## src/rtl/i2c_master_ctrl.sv

```systemverilog
// i2c_master_ctrl: single-byte I2C master (START, addr, data, STOP)
// on open-drain SDA/SCL with slave clock stretching and ACK status.
//
// Ports:
//   clk, rst_n            clock, synchronous active-low reset
//   start                 command strobe, taken only when idle
//   dev_addr, rw, wr_data command fields, latched on accepted start
//   busy, done            transaction in flight / one-cycle end pulse
//   ack_err               address or data NACK seen (valid with done)
//   rd_data               read byte, updated on successful read only
//   sda_oe, sda_in        SDA pull-low enable / sampled SDA line
//   scl_oe, scl_in        SCL pull-low enable / sampled SCL line
module i2c_master_ctrl #(
  parameter int DIV = 4
) (
  input  logic       clk,
  input  logic       rst_n,
  input  logic       start,
  input  logic [6:0] dev_addr,
  input  logic       rw,
  input  logic [7:0] wr_data,
  output logic       busy,
  output logic       done,
  output logic       ack_err,
  output logic [7:0] rd_data,
  output logic       sda_oe,
  input  logic       sda_in,
  output logic       scl_oe,
  input  logic       scl_in
);

  localparam int CW = $clog2(DIV);
  localparam logic [CW-1:0] DIV_LAST = CW'(DIV - 1);

  typedef enum logic [3:0] {
    IDLE,
    START,
    ADDR,
    ADDR_ACK,
    WRITE,
    WR_ACK,
    READ,
    RD_NACK,
    STOP,
    DONE
  } state_t;

  state_t          state;
  logic [CW-1:0]   div_cnt;
  logic [1:0]      phase;
  logic [2:0]      bit_cnt;
  logic [7:0]      shreg;
  logic [7:0]      rd_shift;
  logic [7:0]      wr_q;
  logic            rw_q;
  logic            samp;
  logic            active;
  logic            hold;
  logic            tick;

  assign active = (state != IDLE) && (state != DONE);

  // SCL released by us but still low on the wire: slave is stretching.
  assign hold = phase[1] & ~scl_oe & ~scl_in;

  assign tick = (div_cnt == DIV_LAST) & ~hold;

  always_ff @(posedge clk) begin
    if (!rst_n) begin
      state    <= IDLE;
      div_cnt  <= '0;
      phase    <= '0;
      bit_cnt  <= '0;
      shreg    <= '0;
      rd_shift <= '0;
      wr_q     <= '0;
      rw_q     <= 1'b0;
      samp     <= 1'b0;
      sda_oe   <= 1'b0;
      scl_oe   <= 1'b0;
      busy     <= 1'b0;
      done     <= 1'b0;
      ack_err  <= 1'b0;
      rd_data  <= '0;
    end else begin
      done <= 1'b0;

      if (active && !hold) begin
        div_cnt <= (div_cnt == DIV_LAST) ? '0
                 : div_cnt + 1'b1;
      end

      if (active && tick) begin
        phase <= phase + 2'd1;
      end

      unique case (state)
        IDLE: begin
          if (start) begin
            state   <= START;
            shreg   <= {dev_addr, rw};
            rw_q    <= rw;
            wr_q    <= wr_data;
            ack_err <= 1'b0;
            busy    <= 1'b1;
            div_cnt <= '0;
            phase   <= '0;
            // START condition: SDA falls while SCL is high.
            sda_oe  <= 1'b1;
            scl_oe  <= 1'b0;
          end
        end

        DONE: begin
          state <= IDLE;
        end

        default: begin
          if (tick) begin
            unique case (phase)
              2'd1: begin
                // START pulls SCL low here; every bit releases it.
                scl_oe <= (state == START);
              end

              2'd2: begin
                samp <= sda_in;
                if (state == READ) begin
                  rd_shift <= {rd_shift[6:0], sda_in};
                end
                // STOP condition: SDA rises while SCL is high.
                if (state == STOP) begin
                  sda_oe <= 1'b0;
                end
              end

              2'd3: begin
                scl_oe <= (state != STOP);
                unique case (state)
                  START: begin
                    state   <= ADDR;
                    bit_cnt <= 3'd7;
                    sda_oe  <= ~shreg[7];
                  end

                  ADDR, WRITE: begin
                    if (bit_cnt == 3'd0) begin
                      state  <= (state == ADDR) ? ADDR_ACK
                              : WR_ACK;
                      sda_oe <= 1'b0;
                    end else begin
                      bit_cnt <= bit_cnt - 1'b1;
                      shreg   <= {shreg[6:0], 1'b0};
                      sda_oe  <= ~shreg[6];
                    end
                  end

                  ADDR_ACK: begin
                    if (samp) begin
                      ack_err <= 1'b1;
                      state   <= STOP;
                      sda_oe  <= 1'b1;
                    end else if (rw_q) begin
                      state   <= READ;
                      bit_cnt <= 3'd7;
                      sda_oe  <= 1'b0;
                    end else begin
                      state   <= WRITE;
                      bit_cnt <= 3'd7;
                      shreg   <= wr_q;
                      sda_oe  <= ~wr_q[7];
                    end
                  end

                  WR_ACK: begin
                    if (samp) begin
                      ack_err <= 1'b1;
                    end
                    state  <= STOP;
                    sda_oe <= 1'b1;
                  end

                  READ: begin
                    if (bit_cnt == 3'd0) begin
                      // Released SDA on the 9th clock is the NACK.
                      state  <= RD_NACK;
                      sda_oe <= 1'b0;
                    end else begin
                      bit_cnt <= bit_cnt - 1'b1;
                    end
                  end

                  RD_NACK: begin
                    state  <= STOP;
                    sda_oe <= 1'b1;
                  end

                  STOP: begin
                    state <= DONE;
                    done  <= 1'b1;
                    busy  <= 1'b0;
                    if (rw_q && !ack_err) begin
                      rd_data <= rd_shift;
                    end
                  end

                  default: begin
                    state <= IDLE;
                  end
                endcase
              end

              default: ;
            endcase
          end
        end
      endcase
    end
  end

endmodule
```

## config.mk

```make
export PLATFORM = sky130hd
export DESIGN_NAME = i2c_master_ctrl
export DESIGN_NICKNAME = d
export VERILOG_FILES = /design/src/rtl/i2c_master_ctrl.sv
export SDC_FILE = /design/constraint.sdc
export NUM_CORES = 1
export LEC_CHECK = 0
export CAP_MARGIN = 40
export CORE_AREA = 2 2 83 85
export DETAILED_ROUTE_END_ITERATION = 8
export DIE_AREA = 0 0 85 87
export PLACE_DENSITY_LB_ADDON = 0.2
export SYNTH_ARGS = -nofsm -noshare
export SYNTH_HDL_FRONTEND = slang
export SYNTH_SLANG_ARGS = --single-unit
export TNS_END_PERCENT = 100
```

## constraint.sdc

```tcl
create_clock -name clk -period 3 [get_ports clk]
set_clock_uncertainty 0.1 [all_clocks]
set_input_delay 0.6 -clock clk [delete_from_list [all_inputs] [get_ports clk]]
set_output_delay 0.6 -clock clk [all_outputs]
set_load 0.02 [all_outputs]
```

==> out/metrics.json <==
{
  "floorplanning": {
    "dieArea_um2": 7400,
    "floorplan.die.height_um": 87,
    "starting_density_of_the_core_pct": 39.0,
    "row_count": 30,
    "core_region_um2": 6570,
    "io-pin-count": 34,
    "chipWidth_um": 85
  },
  "sta": {
    "postLayoutSetupSlackWorst_ns": 0.756,
    "final_layout_setup_total_negative_slack_ns": 0,
    "final-setup-viol-count": 0,
    "final.min_clock_period_ns": 2.24,
    "achievable-frequency_mhz": 446,
    "slew_violations": 0,
    "rsz0062_at_grt": "no",
    "report.final.hold_viol_count": 0,
    "relSlewSlack_pct": 58.3,
    "fin_crit_sh_pct": 74.8,
    "tightest_slew_ns": 0.625
  },
  "power": {
    "irDropWorstVdd_v": 0.000285,
    "power_density_nw_per_um2": 411,
    "static-leakage-power_uw": 0.00116
  },
  "detailed_routing": {
    "first_iter_violations": 113,
    "remaining_drc_errors": 0,
    "drt-vias-per-instance": 5.47,
    "drt_pass1_iterations": 4,
    "antenna_violation_net_count_after_detailed_routing": 0,
    "vias": 2168,
    "wl_per_cell_um": 14.8,
    "detail_route.wirelength_um": 5850
  },
  "placed_design": {
    "placement.io_buffers": 33,
    "place.detailed.hpwl_um": 4140,
    "placed_cells": 388,
    "pre_cts_slack_ns": 0.453,
    "place_congestion": 0.820
  },
  "synth": {
    "postSynth.topFlopCell": "sky130_fd_sc_hd__dfxtp_1",
    "ys_ff_latch": 50,
    "syn_area_um2": 2560,
    "synth_sequential_area_ratio_pct": 39.1,
    "synth_fp_nets": 322,
    "yosys.area.top_type": "sky130_fd_sc_hd__dfxtp_1",
    "post_synth_main_area_contributors": "sky130_fd_sc_hd__dfxtp_1 (39%), sky130_fd_sc_hd__mux2i_1 (9.4%), sky130_fd_sc_hd__nand2_1 (4.7%), sky130_fd_sc_hd__a21oi_1 (3.9%), sky130_fd_sc_hd__o21ai_0 (3.7%)",
    "mean_instance_size_in_the_synthesized_netlist_um2": 8.67,
    "yosysWarnings": 0,
    "post_syn_instances": 295,
    "synth_cell_type_count": 54,
    "ffs_w_async_s_r_synth_pct": 0,
    "synth_edf_count": 0,
    "synth_top_cell_area_share_pct": 39.1
  },
  "global_routing": {
    "grt_max_degree": 29,
    "number_of_antenna_violations_at_the_first_check_in_global_routing": 0,
    "track_usage_pct": 16.0,
    "grt_pass1_vias": 1953,
    "globalRoute.totalOverflow": 0,
    "grt_first_pass_wirelength_um": 9590
  },
  "min_path": {
    "min_delay_path_depth": 2,
    "timing.hold.worst_endpoint": "wr_q[0]",
    "hold_class": "flop to flop",
    "hold_path.startpoint": "wr_q[0]"
  },
  "critical_path": {
    "worstPathMaxFanout": 20,
    "critical_path.n_buffers_inverters": 0,
    "worst-r2r-setup-slack_ns": 0.76,
    "required_ns": 3.13,
    "slowest_stage_delay_on_critical_path_ns": 0.73,
    "cp.arrival_ns": 2.38,
    "ff2ff_path_depth": 4,
    "r2r-start": "state[3]",
    "crit_chain": "nor2_1 > and3_1 > o2111ai_4 > mux2i_1",
    "timing.setup.critical_path_class": "flop to flop",
    "cell_family_with_the_largest_share_of_critical_path_delay": "flip-flops",
    "end_kind": "flop",
    "timing.critical_path.slowest_stage_cell": "sky130_fd_sc_hd__dfxtp_1",
    "startpoint_type": "flop",
    "regToRegEndpoint": "shreg[2]"
  },
  "finish": {
    "num_antenna_cells": 0,
    "layout_cells_sized_above_1_pct": 6.33,
    "stdcell_count": 396,
    "layout_commonest_cell": "sky130_fd_sc_hd__dfxtp_1",
    "layout_common_cells": "sky130_fd_sc_hd__dfxtp_1 (50), sky130_fd_sc_hd__clkdlybuf4s50_1 (33), sky130_fd_sc_hd__nand2_1 (32), sky130_fd_sc_hd__mux2i_1 (24), sky130_fd_sc_hd__a21oi_1 (20)",
    "area.growth.synth_to_final_pct": 18.0,
    "fin_nets": 342
  },
  "run": {
    "max-cap-violations": 0
  },
  "clock_network": {
    "cts_tree": "yes",
    "cts.repair.resized": 0,
    "ctsHoldBuffers": 0,
    "worstSkewPairLatency_ns": 0.31,
    "clk_pin_slew_worst_paths_ns": 0.10,
    "clockBufferDepth": 2,
    "cts_made_buffers": 5,
    "cts.repair_timing.setup_buffer_count": 0,
    "numClockSinks": 50,
    "cts_root_buf": "sky130_fd_sc_hd__clkbuf_8",
    "htree_levels": 2
  },
  "status": {
    "run_status": "finished clean"
  }
}
cells in the mapped netlist (all sizes together) (2+ instances only):
library cell / count
o211a: 2
a21oi: 20
nor4b: 2
and4: 2
or2: 2
mux2i: 24
nand2: 32
and2: 2
nand4: 3
a31oi: 5
nand3: 12
and3: 8
buf: 12
o311ai: 2
clkbuf: 12
o2111ai: 2
nor3: 3
a21o: 7
o31ai: 2
nor2b: 3
a211oi: 3
a311oi: 4
nand4b: 2
dfxtp: 50
inv: 10
xor2: 2
nand2b: 3
nand3b: 2
o21a: 2
nor2: 16
o21ai: 20
xnor2: 2
ha: 6
or3: 3
sequential cells by signal (all words and copies together), names as in the netlist:
signal / count
rd_shift: 8
rd_data: 8
sda_oe: 1
busy: 1
done: 1
phase: 2
rw_q: 1
shreg: 8
wr_q: 8
ack_err: 1
samp: 1
div_cnt: 2
bit_cnt: 3
state: 4
scl_oe: 1
worst max-delay path by stage:
| stage | startpoint | end | slack [ns] | cells past startpoint |
|---|---|---|---|---|
| after floorplan | scl_in | shreg[0] | 1.04 | 5 |
| final | state[3] | shreg[2] | 0.76 | 4 |
| after detailed placement | scl_in | shreg[4] | 0.45 | 5 |
| after global placement | scl_in | shreg[1] | 0.49 | 5 |
| after CTS | state[3] | shreg[2] | 0.72 | 4 |
| after global routing | state[3] | shreg[2] | 0.56 | 4 |
worst register-to-register path, stage by stage, from the launching register on:
cell and delay, ns:
sky130_fd_sc_hd__dfxtp_1 0.73, sky130_fd_sc_hd__nor2_1 0.29, sky130_fd_sc_hd__and3_1 0.40, sky130_fd_sc_hd__o2111ai_4 0.43, sky130_fd_sc_hd__mux2i_1 0.23
metal layers:
| metal | share of wire, % | GRT usage, % |
|---|---|---|
| met3 | 3.3 | 3.03 |
| met1 | 52 | 22.6 |
| met2 | 44 | 25.4 |
| met4 | 0.82 | 3.90 |
| met5 | 0 | 0 |
power breakdown:
group | leakage, µW | internal, µW | switching [µW] | total, µW
registers | 0.000406 | 681 | 14.7 | 696
logic | 0.000716 | 68.4 | 69.2 | 138
clock network | 0.0000408 | 167 | 240 | 407
total | 0.00116 | 917 | 324 | 1240
per-stage QoR:
| stage | hold WS [ns] | power (µW) | utilization, % | cell area (µm²) |
|---|---|---|---|---|
| after floorplan | 0.335 | 791 | - | 2560 |
| after global placement | 0.345 | 846 | 44.1 | 2900 |
| after detailed placement | 0.350 | 851 | 44.6 | 2930 |
| after CTS | 0.363 | 1260 | 46.0 | 3020 |
| after global routing | 0.384 | 1300 | 46.0 | 3020 |
| final | 0.361 | 1240 | 46.0 | 3020 |
layout make-up:
type                    count  area, µm²
clock buffers               5       68.8
clock inverters             3       23.8
fillers                   643       3550
inverters                  10       37.5
multi-input cells         211       1410
flip-flops and latches     50       1000
well taps                  80        100
repair buffers             37        380
cells by family (layout without fill, tap and decap cells):
family | after synthesis | in the layout | share of synthesized area, %
DFF | 50 | 50 | 39.1
buffers and inverters | 34 | 55 | 6.11
muxes | 24 | 24 | 9.39
AOI/OAI and AO/OA | 77 | 77 | 20.6
adders and majority gates | 6 | 6 | 2.93
and+or+nand+nor | 100 | 100 | 20.4
xor gates and xnor gates | 4 | 4 | 1.37
Note: power is estimated with default switching activity, not from simulation.
